==> src/rtl/icache_responder.sv <==
// rtl/icache_responder.sv - direct-mapped read-only instruction cache responder
// Zero-cycle hits; a miss stalls fetch and refills one 128-bit line over mem_read/mem_ready.
module icache_responder #(
  parameter int          NUM_LINES = 8,
  parameter logic [31:0] RESET_NOP = 32'h0000_0013
) (
  input  logic         clk,
  input  logic         rst,
  input  logic         proc_read,
  input  logic [31:0]  proc_addr,
  output logic [31:0]  proc_rdata,
  output logic         proc_stall,
  output logic         mem_read,
  output logic [27:0]  mem_addr,
  input  logic [127:0] mem_rdata,
  input  logic         mem_ready
);

  localparam int IDX_W = $clog2(NUM_LINES);
  localparam int TAG_W = 28 - IDX_W;

  typedef enum logic {S_IDLE, S_MISS} state_t;

  state_t               r_state;
  logic [NUM_LINES-1:0] r_valid;
  logic [TAG_W-1:0]     r_tag  [NUM_LINES];
  logic [127:0]         r_data [NUM_LINES];
  logic                 r_mem_read;
  logic [27:0]          r_mem_addr;

  logic [IDX_W-1:0] w_idx;
  logic [TAG_W-1:0] w_tag;
  logic [IDX_W-1:0] w_fill_idx;
  logic [TAG_W-1:0] w_fill_tag;
  logic             w_fill;
  logic             w_hit;
  logic [127:0]     w_line;
  logic [31:0]      w_word;
  logic             w_unused;

  assign w_idx      = proc_addr[3+IDX_W:4];
  assign w_tag      = proc_addr[31:4+IDX_W];
  // Refill targets the latched request, so a fetch that misbehaves while stalled cannot redirect it.
  assign w_fill_idx = r_mem_addr[IDX_W-1:0];
  assign w_fill_tag = r_mem_addr[27:IDX_W];
  assign w_fill     = (r_state == S_MISS) && mem_ready;
  assign w_unused   = &{1'b0, proc_addr[1:0]};

  assign w_hit  = proc_read && r_valid[w_idx] && (r_tag[w_idx] == w_tag);
  assign w_line = r_data[w_idx];

  always_comb begin
    w_word = w_line[31:0];
    case (proc_addr[3:2])
      2'd0: w_word = w_line[31:0];
      2'd1: w_word = w_line[63:32];
      2'd2: w_word = w_line[95:64];
      2'd3: w_word = w_line[127:96];
      default: w_word = w_line[31:0];
    endcase
  end

  assign proc_stall = !rst && ((r_state == S_MISS) || (proc_read && !w_hit));
  assign proc_rdata = (!rst && (r_state == S_IDLE) && w_hit) ? w_word : RESET_NOP;
  assign mem_read   = r_mem_read;
  assign mem_addr   = r_mem_addr;

  always_ff @(posedge clk or posedge rst) begin
    if (rst) begin
      r_state    <= S_IDLE;
      r_valid    <= '0;
      r_mem_read <= 1'b0;
      r_mem_addr <= '0;
    end else begin
      case (r_state)
        S_IDLE: begin
          if (proc_read && !w_hit) begin
            r_state    <= S_MISS;
            r_mem_read <= 1'b1;
            r_mem_addr <= proc_addr[31:4];
          end
        end
        S_MISS: begin
          if (mem_ready) begin
            r_valid[w_fill_idx] <= 1'b1;
            r_mem_read          <= 1'b0;
            r_state             <= S_IDLE;
          end
        end
        default: r_state <= S_IDLE;
      endcase
    end
  end

  always_ff @(posedge clk) begin
    if (w_fill) begin
      r_data[w_fill_idx] <= mem_rdata;
      r_tag[w_fill_idx]  <= w_fill_tag;
    end
  end

endmodule

==> config.mk <==
export PLATFORM = sky130hd
export DESIGN_NAME = icache_responder
export DESIGN_NICKNAME = d
export VERILOG_FILES = /design/src/rtl/icache_responder.sv
export SDC_FILE = /design/constraint.sdc
export NUM_CORES = 1
export LEC_CHECK = 0
export BUFFER_PORTS_ARGS = -buffer_cell sky130_fd_sc_hd__buf_2
export CORE_MARGIN = 5
export CORE_UTILIZATION = 30
export CTS_CLUSTER_DIAMETER = 40
export CTS_CLUSTER_SIZE = 25
export DETAILED_ROUTE_END_ITERATION = 16
export PLACE_DENSITY_LB_ADDON = 0.1
export RECOVER_POWER = 25
export SYNTH_ARGS = -nofsm -noshare
export SYNTH_HDL_FRONTEND = slang
export SYNTH_SLANG_ARGS = --single-unit
==> constraint.sdc <==
create_clock -name clk -period 14.6 [get_ports clk]
set_clock_uncertainty 0.15 [all_clocks]
set_input_delay 2.19 -clock clk [delete_from_list [all_inputs] [get_ports clk]]
set_output_delay 2.19 -clock clk [all_outputs]
set_load 0.05 [all_outputs]
# Yosys cells after proc, flatten, opt, wreduce, memory -nomap -nowiden
# Memories as Yosys holds them, arrays and structs flattened.
# Index checks and enable logic that the tools add are counted.
# word_totals
ff_bits	38
latchBits	0
ramBits	1224
romBits	0
out_inout_bits	62
word_cells	46
n_memories	2
# memory_table
name	words	width	read_ports	rd_ports_with_merged_regs	write_ports	line	text
r_data	8	128	1	0	1	27	logic [127:0] r_data [NUM_LINES];
r_tag	8	25	1	0	1	26	logic [TAG_W-1:0] r_tag [NUM_LINES];
# op_classes
addsub	0
n_mul	0
n_div	0
n_lt_le_gt_ge	3
eq_ne	6
shift	0
n_mux	14
bitwise_logic	2
reduce_logical	15
# ops
cell	count
32-bit one-hot mux with 4 select lines	1
32-bit two-way mux	1
25-bit equality test	1
1-bit logical AND	8
3-bit by 4-bit < comparator with 1-bit output, second input constant	2
1-bit two-way mux	8
8-bit bitwise OR	1
2-bit AND reduction	3
2-bit equality test, second input constant	2
2-bit != test, second input constant	2
1-bit one-hot mux with 2 select lines	2
1-bit binary-select mux with 3-bit select	1
1-bit demux with 3-bit select	1
3-bit by 1-bit >= comparator with 1-bit output, second input constant	1
2-bit by 1-bit equality test with 1-bit output, second input constant	1
1-bit logical NOT	2
2-bit logical NOT	1
1-bit logical OR	1
1-bit NOT	1

# Logic depth before layout (Yosys ltp)
# Gate-level depths: netlist (run 1).
# depth
ltp_word	8
mapped_depth	13
ltp_nobuf	8

# Worst setup path after synthesis (run 1)
# No wires, ideal clock.
# synth_timing
kind	input -> register
from	in mem_ready
to	reg r_valid[0]
arrival_time_ns	13.843
setup_slack_ns	0.476
stages	4
path_cell_list	nand2_1 -> or2_2 -> nor3_1 -> or2_2
# synth_between
elab_chain_len	1
# synth_lines
item	line	text
start: declaration	16	input logic mem_ready
2-bit AND reduction (no source line)	--	
end signal: assignment	71	r_valid <= '0;
end signal: indexed assignment	85	r_valid[w_fill_idx] <= 1'b1;
end: declaration	25	logic [NUM_LINES-1:0] r_valid;
# No other way between the ends.
# A chain may end at the register's enable or synchronous reset.

# Final worst setup path (run 1)
# layout_timing
from	in proc_addr[6]
to	out proc_rdata[0]
# layout_between
elab_chain_len	6
word_cells_on_any_way	10
classes_between	eq/ne: 1; mux: 4; reduce/logical: 3; memory: 2
# layout_lines
item	line	text
start: declaration	10	input logic [31:0] proc_addr,
parallel branches: the longest is 5 deep, another holds memory 8 x 25 bit	--	
32-bit two-way mux (*)	64	assign proc_rdata = (!rst && (r_state == S_IDLE) && w_hit) ? w_word : RESET_NOP;
end: declaration	11	output logic [31:0] proc_rdata,
# Every way passes the cells marked *. The select of a mux whose other input is x is not followed.

==> flow_summary.json, run 1 <==
{
  "finalCritPeriodShare_pct": 66.1,
  "holdPathStages": 1,
  "cts.sinks": 1262,
  "fp.dieW_um": 411,
  "routedLengthMet1_um": 55200,
  "hpwlAfterDp_um": 65600,
  "final_cell_mix": "1224 x edfxtp_1, 342 x mux4_2, 208 x clkbuf_16",
  "synth-edff-count": 1224,
  "viasPerCell": 4.82,
  "num_rows": 147,
  "crit_required_ns": 12.26,
  "regArea_um2": 37700,
  "drv_cap": 0,
  "gp_congestion": 0.705,
  "dieArea_um2": 169000,
  "fmax_ghz": 0.104,
  "yosys-top-cells-area": "edfxtp_1 76%, mux4_2 16%, dfrtp_1 2.0%, mux2i_1 1.8%, mux2_2 0.94%",
  "holdWs_ns": 0.308,
  "cts_buffers": 206,
  "rsz0062_at_grt": "no",
  "dr_wl_met3_um": 8030,
  "fin_ws_ns": 4.95,
  "drt-total-wl_um": 124000,
  "crit_end": "proc_rdata[0]",
  "die_h_um": 411,
  "rrSetupSlack_ns": 10.76,
  "finalMaxSlewViolations": 0,
  "grt_pass1_wl_um": 180000,
  "final_cell_count_no_fill": 4644,
  "status": "complete, no violations",
  "reg2regPathDepth": 6,
  "netlist_instances": 1984,
  "drt_iter0_markers": 1684,
  "cts_resized": 0,
  "netlist-cell-type-count": 41,
  "yosysWarnings": 0,
  "ys_ff_latch": 1262,
  "cp_max_fo": 72,
  "critPathLaunch": "proc_addr[6]",
  "vdd_ir_drop_max_uv": 112,
  "fin_crit_ns": 9.65,
  "endpoint_kind": "output port",
  "core_um2": 160000,
  "yosysSeqAreaShare_pct": 78.3,
  "syn_avg_cell_area_um2": 24.3,
  "clk_latency_ns": 0.80,
  "clk_path_buf_depth": 3,
  "htreeDepth": 4,
  "first_pass_iters": 5,
  "ys_async_sr_fraction_pct": 3.01,
  "fin_nets": 2520,
  "max_slew_margin_pct": 24.1,
  "rr_startpoint": "r_state",
  "syn_nets": 2148,
  "area_growth_pct": 22.8,
  "io_buffers": 223,
  "ant_nets": 0,
  "multi_input_area_um2": 10000,
  "cts_tree": "done",
  "drc": 0,
  "hold_violations": 0,
  "yosysTopAreaCellShare_pct": 76.4,
  "cp-start-kind": "input pin",
  "synth_ff_type": "edfxtp_1",
  "setup-tns-final_ns": 0,
  "io_pins": 226,
  "cp.arrival_ns": 7.31,
  "dp_slack_ns": 4.74,
  "routedWlPerCell_um": 26.8,
  "postCtsHoldBufs": 0,
  "grt_max_degree": 149,
  "via_count": 22400,
  "start_util_pct": 30.1,
  "clkTransAtPathRegs_ns": 0.05,
  "tightestPinTransition_ns": 1.14,
  "setup_viol": 0,
  "post-place-cells": 4234,
  "p_leak_nw": 19.1,
  "syn_area_um2": 48100,
  "routed.top_layer": "met5",
  "cts_setup_buffers": 0,
  "overflow": 0,
  "crit_type": "in2out",
  "antenna_found_initial": 43,
  "grt_usage_pct": 14.9,
  "yosysTopAreaCell": "edfxtp_1",
  "power.density_nw_per_um2": 167,
  "met2_length_um": 58600,
  "drive_gt1_share_pct": 37.3,
  "final_common_cell": "edfxtp_1",
  "grt_pass1_vias": 24900,
  "hp-class": "reg2reg",
  "r2r-end": "r_data[5][46]",
  "root_buffer": "clkbuf_16",
  "fillers": 14600
}
==> layer usage <==
layer  up-vias  track usage [%]
li1       9406                -
met1     12200             20.3
met2       573             23.4
met3       216             4.21
met4        16             4.24
met5         -                0
==> worst min-delay path by stage <==
stage / from / to / slack, ns
floorplan: r_valid[3] / r_valid[3] / 0.28
global placement: r_valid[7] / r_valid[7] / 0.30
detailed placement: r_valid[4] / r_valid[4] / 0.30
CTS: r_valid[4] / r_valid[4] / 0.31
global route: r_valid[4] / r_valid[4] / 0.32
finish: r_valid[4] / r_valid[4] / 0.31
==> cell families after synthesis <==
group                  after synthesis  synth area share [%]
buffers and inverters              102                  1.01
AND/OR/NAND/NOR                     87                 0.886
multiplexers                       470                  18.8
XOR/XNOR                            17                 0.309
flip-flops                        1262                  78.3
AO/OA/AOI/OAI                       46                 0.691
==> worst max-delay path, cell delays in order <==
cell	delay (ns)
buf_8	0.65
buf_4	0.77
mux4_2	0.41
mux2i_1	0.22
xor2_1	0.18
nand4_1	0.11
nor4_1	0.67
nand4_1	0.32
or3_2	0.77
buf_4	0.37
a211o_1	0.30
buf_2	0.22
==> per-stage QoR <==
step                      instance area (um2)  utilization [%]  power [mW]
final                                   59100             36.9        9.85
after global routing                    59100             36.9        10.2
after CTS                               59100             37.0        10.0
after detailed placement                51900             32.4        4.94
after global placement                  51900             32.4        4.92
after floorplan                         48100                -        4.70
==> cell type report <==
class | instances | share of cell area [%]
antenna | 17 | 0.0720
clock buffer | 225 | 8.97
clock inverter | 168 | 3.37
inverter | 2 | 0.0127
multi-input combinational | 620 | 16.9
sequential | 1262 | 63.8
tap | 2086 | 4.42
timing repair buffer | 264 | 2.44
==> report_power, final <==
part / internal [mW] / total [mW] / switching [mW]
logic: 0.216 / 0.599 / 0.383
clock network: 3.18 / 5.00 / 1.82
registers: 4.17 / 4.25 / 0.0709
==> synthesized netlist by cell type, drive strengths merged (9+ instances only) <==
library cell,instances
mux4,342
edfxtp,1224
nand2,10
or2,9
xor2,10
mux2i,88
clkbuf,38
a22oi,16
dfrtp,38
mux2,40
buf,62
nor2,38
==> registers in the layout, summed over array words and instances (netlist names) <==
signal,count
mem_addr,28
mem_read,1
r_data,1024
r_state,1
r_tag,200
r_valid,8
(Power assumes the default switching activity.)
==> run 2, diff against run 1 <==
==> constraint.sdc (replaced) <==
create_clock -name clk -period 9.8 [get_ports clk]
set_clock_uncertainty 0.15 [all_clocks]
set_input_delay 1.47 -clock clk [delete_from_list [all_inputs] [get_ports clk]]
set_output_delay 1.47 -clock clk [all_outputs]
set_load 0.05 [all_outputs]
==> run 2 against run 1 <==
  * Critical path depth is the same
  * Final area down 0.70%
  * Clock power up 40%
  * Non-clock buffer count did not move
  * Die area stayed put
  * Sequential power increased by 49%
  * Worst setup slack worse by 2.7 ns
  * Utilization is 0.26 points lower
  * Power up 44%
  * Register-to-register slack got worse by 4.9 ns
  * Sequential cell count is the same
  * Largest power group unchanged
==> flow_summary.json, run 2 (synthesis gave the netlist of run 1 again) <==
{
  "fin_crit_ns": 7.54,
  "clkPwrFrac_pct": 49.3,
  "max_slew_margin_pct": 31.5,
  "grt_pass1_wl_um": 176000,
  "p_leak_nw": 18.9,
  "seqPwrFrac_pct": 44.5,
  "ant_nets": 0,
  "multi_input_area_um2": 10000,
  "hold_path.startpoint": "r_valid[0]",
  "largest_reg_flops": 1024,
  "antenna_found_initial": 47,
  "first_pass_iters": 5,
  "slowest_stage": "buf_4",
  "gp_congestion": 0.698,
  "drt-total-wl_um": 121000,
  "area_growth_pct": 21.9,
  "die_h_um": 411,
  "hp-class": "reg2reg",
  "drt_iter0_markers": 1469,
  "drv_cap": 0,
  "clk_path_buf_depth": 3,
  "fin_ws_ns": 2.26,
  "worstPathCellList": "buf_8 -> buf_4 -> mux2i_1 -> a22oi_1 -> a21boi_0 -> nor4bb_1 -> and4_1 -> nand4_1 -> or3_2 -> buf_4 -> a211o_1 -> buf_2",
  "drive_gt1_share_pct": 36.6,
  "fmax_ghz": 0.133,
  "hold_violations": 0,
  "cts_resized": 0,
  "finalMaxSlewViolations": 0,
  "io_pins": 226,
  "clkTransAtPathRegs_ns": 0.04,
  "slowest_delay_ns": 0.65,
  "grt_max_degree": 139,
  "final_area_um2": 58700,
  "cp_max_fo": 85,
  "rr_startpoint": "r_tag[6][21]",
  "core_um2": 160000,
  "largest-register": "r_data",
  "internal-power_mw": 10.9,
  "final_cell_mix": "1224 x edfxtp_1, 342 x mux4_2, 199 x clkbuf_16",
  "endpoint_kind": "output port",
  "crit_required_ns": 8.18,
  "tightestPinTransition_ns": 1.03,
  "cp-start-kind": "input pin",
  "grt_pass1_vias": 24500,
  "switching_share_pct": 23.1,
  "root_buffer": "clkbuf_16",
  "power.density_nw_per_um2": 242,
  "crit_type": "in2out",
  "clk_latency_ns": 0.78,
  "p_switching_mw": 3.29,
  "dp_slack_ns": 2.31,
  "routedWlPerCell_um": 26.3,
  "grt_usage_pct": 14.5,
  "reg2regPathDepth": 9,
  "finalPower_mw": 14.2,
  "setup-tns-final_ns": 0,
  "start_util_pct": 30.1,
  "htreeDepth": 4,
  "dieArea_um2": 169000,
  "r2r-end": "mem_addr[11]",
  "dpl_cell_area_um2": 51900,
  "final_common_cell": "edfxtp_1",
  "via_count": 22100,
  "postCtsHoldBufs": 0,
  "status": "complete, no violations",
  "comb_power_share_pct": 6.2,
  "cp_top_family": "buffers and inverters",
  "crit_path_frequent_cell": "buf_4",
  "fillers": 14700,
  "cp.arrival_ns": 5.92,
  "vdd_ir_drop_max_uv": 154,
  "hpwlAfterDp_um": 64100,
  "min_to": "r_valid[0]",
  "viasPerCell": 4.78,
  "setup_viol": 0,
  "cts_buffers": 198,
  "fp.dieW_um": 411,
  "rrSetupSlack_ns": 5.90,
  "holdPathStages": 1,
  "cts_tree": "done",
  "overflow": 0,
  "io_buffers": 223,
  "rsz0062_at_grt": "no",
  "num_rows": 147,
  "cts_setup_buffers": 0,
  "drc": 0,
  "cts.sinks": 1262,
  "fin_nets": 2512,
  "regArea_um2": 37700,
  "critPathBufInv": 4,
  "finalCritPeriodShare_pct": 77.0
}
## run 2: cell types whose count changed in the layout (fill, tap and decap cells not counted), moves of 3 or more
cell | previous run | this run
clkinvlp_4 | 32 | 20
clkbuf_1 | 86 | 97
clkbuf_16 | 208 | 199
bufinv_16 | 29 | 22
inv_6 | 25 | 19
clkinv_1 | 23 | 19
diode_2 | 17 | 13
buf_12 | 6 | 9
buf_4 | 37 | 34
inv_8 | 4 | 7
## run 2: worst max-delay path by stage
stage            startpoint            end  slack [ns]  cells past startpoint
2_1_floorplan     mem_ready     r_valid[1]        0.67                      4
3_3_place_gp   proc_addr[6]  proc_rdata[3]        2.35                     12
3_5_place_dp   proc_addr[6]  proc_rdata[1]        2.31                     12
4_1_cts        proc_addr[6]  proc_rdata[1]        2.24                     12
5_1_grt        proc_addr[6]  proc_rdata[1]        2.00                     12
6_report       proc_addr[6]  proc_rdata[4]        2.26                     12
## run 2: stage by stage
stage               hold WS, ns  utilization, %  cells
floorplan                 0.284               -   1984
global placement          0.296            32.4   4234
detailed placement        0.298            32.4   4234
CTS                       0.327            36.7   4605
global route              0.337            36.7   4606
finish                    0.318            36.7   4618
## run 2: metal layers
layer	GRT usage, %	wire length [um]	vias to the layer above
met2	23.5	58600	510
li1	-	-	9371
met3	3.73	6510	240
met5	0	69	-
met4	3.90	2620	10
met1	19.4	53600	12000
## run 2: cell type report
class / count / area share [%]
Tap cell: 2086 / 4.45
Timing Repair Buffer: 264 / 2.52
Clock inverter: 144 / 2.93
Sequential cell: 1262 / 64.3
Multi-Input combinational cell: 620 / 17.1
Inverter: 2 / 0.0128
Clock buffer: 227 / 8.72
Antenna cell: 13 / 0.0554
## run 2: power groups by stage
stage	Sequential, mW	Clock (mW)	Combinational (mW)
after detailed placement	6.44	0	0.922
after floorplan	6.53	0	0.459
final	6.33	7.01	0.884
after CTS	6.33	7.21	0.923
after global placement	6.41	0	0.914
after global routing	6.35	7.46	0.954
==> run 3, diff against run 2 <==
==> constraint.sdc (replaced) <==
create_clock -name clk -period 6.6 [get_ports clk]
set_clock_uncertainty 0.15 [all_clocks]
set_input_delay 0.99 -clock clk [delete_from_list [all_inputs] [get_ports clk]]
set_output_delay 0.99 -clock clk [all_outputs]
set_load 0.05 [all_outputs]
==> run 3 against run 2 <==
  * Sequential share of layout area decreased by 0.56 points
  * Sequential cell count unchanged
  * Utilization increased by 0.32 points
  * Power increased by 51%
  * Wire length increased by 1.2%
  * Worst setup slack got worse by 1.4 ns
  * Critical path depth decreased by 1
  * Register-to-register slack got worse by 2.8 ns
  * Largest cell class unchanged
  * Largest power group unchanged
==> flow_summary.json, run 3 (synthesis gave the netlist of run 1 again) <==
{
  "comb_power_share_pct": 6.2,
  "antenna_found_initial": 45,
  "rr_startpoint": "r_tag[7][13]",
  "hold_path.startpoint": "mem_ready",
  "grt_usage_pct": 14.6,
  "hpwlAfterDp_um": 64300,
  "finalCritPeriodShare_pct": 86.3,
  "fmax_ghz": 0.176,
  "cts.sinks": 1262,
  "crit_required_ns": 5.46,
  "final_cell_mix": "1224 x edfxtp_1, 342 x mux4_2, 209 x clkbuf_16",
  "area_growth_pct": 23.0,
  "holdWs_ns": 0.283,
  "hp-class": "in2reg",
  "p_leak_nw": 19.0,
  "routedWlPerCell_um": 26.5,
  "grt_pass1_wl_um": 177000,
  "clk_latency_ns": 0.79,
  "worstPathCellList": "buf_8 -> and2_1 -> a22oi_1 -> a21o_1 -> a211o_1 -> nor4_1 -> nand4_1 -> or3_2 -> buf_12 -> a211o_1 -> buf_2",
  "fin_crit_ns": 5.70,
  "crit_type": "in2out",
  "slowest_stage": "and2_1",
  "cts_setup_buffers": 0,
  "cts_buffers": 206,
  "max_slew_margin_pct": 27.2,
  "finalMaxSlewViolations": 0,
  "clkPwrFrac_pct": 50.2,
  "cts_tree": "done",
  "num_rows": 147,
  "fp.dieW_um": 411,
  "gp_congestion": 0.705,
  "clk_path_buf_depth": 3,
  "fin_nets": 2525,
  "drc": 0,
  "seqPwrFrac_pct": 43.6,
  "switching_share_pct": 22.9,
  "cp.arrival_ns": 4.56,
  "io_buffers": 223,
  "start_util_pct": 30.1,
  "htreeDepth": 4,
  "vdd_ir_drop_max_uv": 202,
  "via_count": 22200,
  "hold_violations": 0,
  "largest-register": "r_data",
  "grt_pass1_vias": 24600,
  "dieArea_um2": 169000,
  "grt_max_degree": 129,
  "setup-tns-final_ns": 0,
  "endpoint_kind": "output port",
  "status": "complete, no violations",
  "viasPerCell": 4.78,
  "drt-total-wl_um": 123000,
  "p_switching_mw": 4.92,
  "setup_viol": 0,
  "rsz0062_at_grt": "no",
  "largest_reg_flops": 1024,
  "crit_path_frequent_cell": "a211o_1",
  "die_h_um": 411,
  "overflow": 0,
  "tightestPinTransition_ns": 1.09,
  "min_to": "r_state",
  "final_common_cell": "edfxtp_1",
  "io_pins": 226,
  "holdPathStages": 2,
  "core_um2": 160000,
  "root_buffer": "clkbuf_16",
  "clkTransAtPathRegs_ns": 0.05,
  "drive_gt1_share_pct": 36.5,
  "drt_iter0_markers": 1295,
  "ant_nets": 0,
  "power.density_nw_per_um2": 364,
  "internal-power_mw": 16.6,
  "r2r-end": "mem_addr[22]",
  "drv_cap": 0,
  "cp_max_fo": 32,
  "first_pass_iters": 5,
  "slowest_delay_ns": 0.56,
  "rrSetupSlack_ns": 3.09,
  "cp-start-kind": "input pin",
  "reg2regPathDepth": 9
}
-- run 3: repair_timing --
action / 4_1_cts / 5_1_grt
endpoints found under the setup margin: 0 / 0
hold buffers: 1 / 0
hold endpoints to repair: 6 / 0
resized for setup: 0 / 0
-- run 3: layout make-up --
| type | count | area [um2] |
|---|---|---|
| inverter | 2 | 7.51 |
| sequential | 1262 | 37700 |
| fill | 14600 | 101000 |
| antenna | 11 | 27.5 |
| clock buffer | 224 | 5320 |
| tap | 2086 | 2610 |
| clock inverter | 165 | 1820 |
| timing repair buffer | 269 | 1710 |
| multi-input combinational | 620 | 10000 |
-- run 3: critical path, delay by kind of cell --
family | cells | cell delay, ns
compound gates | 4 | 0.98
buf+inv | 3 | 0.77
simple gates | 4 | 1.77
-- run 3: layer usage --
metal / up-vias / global-route usage, % / share of wire (%)
met5: - / 0 / 0.077
met4: 16 / 3.94 / 2.4
met3: 265 / 4.02 / 5.8
met2: 557 / 23.5 / 47
met1: 11900 / 19.6 / 44
li1: 9392 / - / -
-- run 3: power by group through the flow --
stage | logic, mW | registers (mW) | clock network [mW]
final | 1.33 | 9.39 | 10.8
after global routing | 1.43 | 9.43 | 11.5
after CTS | 1.39 | 9.40 | 11.1
after detailed placement | 1.39 | 9.55 | 0
after global placement | 1.37 | 9.52 | 0
after floorplan | 0.683 | 9.69 | 0
-- run 3: how the worst max path moves through the flow --
| stage | start | endpoint | slack (ns) | cells past startpoint |
|---|---|---|---|---|
| global route | proc_addr[4] | proc_rdata[1] | 0.68 | 12 |
| global placement | proc_addr[4] | proc_rdata[1] | 0.87 | 11 |
| floorplan | mem_ready | r_valid[1] | -2.05 | 4 |
| detailed placement | proc_addr[4] | proc_rdata[1] | 0.75 | 11 |
| finish | proc_addr[4] | proc_rdata[1] | 0.90 | 11 |
| CTS | proc_addr[4] | proc_rdata[1] | 0.74 | 11 |
-- run 3: stage by stage --
| step | utilization, % | power [mW] | area (um2) | setup WS [ns] | cells |
|---|---|---|---|---|---|
| 5_1_grt | 37.0 | 22.3 | 59200 | 0.677 | 4628 |
| 3_5_place_dp | 32.6 | 10.9 | 52200 | 0.749 | 4238 |
| 6_report | 37.0 | 21.5 | 59200 | 0.903 | 4639 |
| 2_1_floorplan | - | 10.4 | 48200 | -2.05 | 1984 |
| 3_3_place_gp | 32.6 | 10.9 | 52200 | 0.870 | 4238 |
| 4_1_cts | 37.1 | 21.9 | 59300 | 0.742 | 4628 |
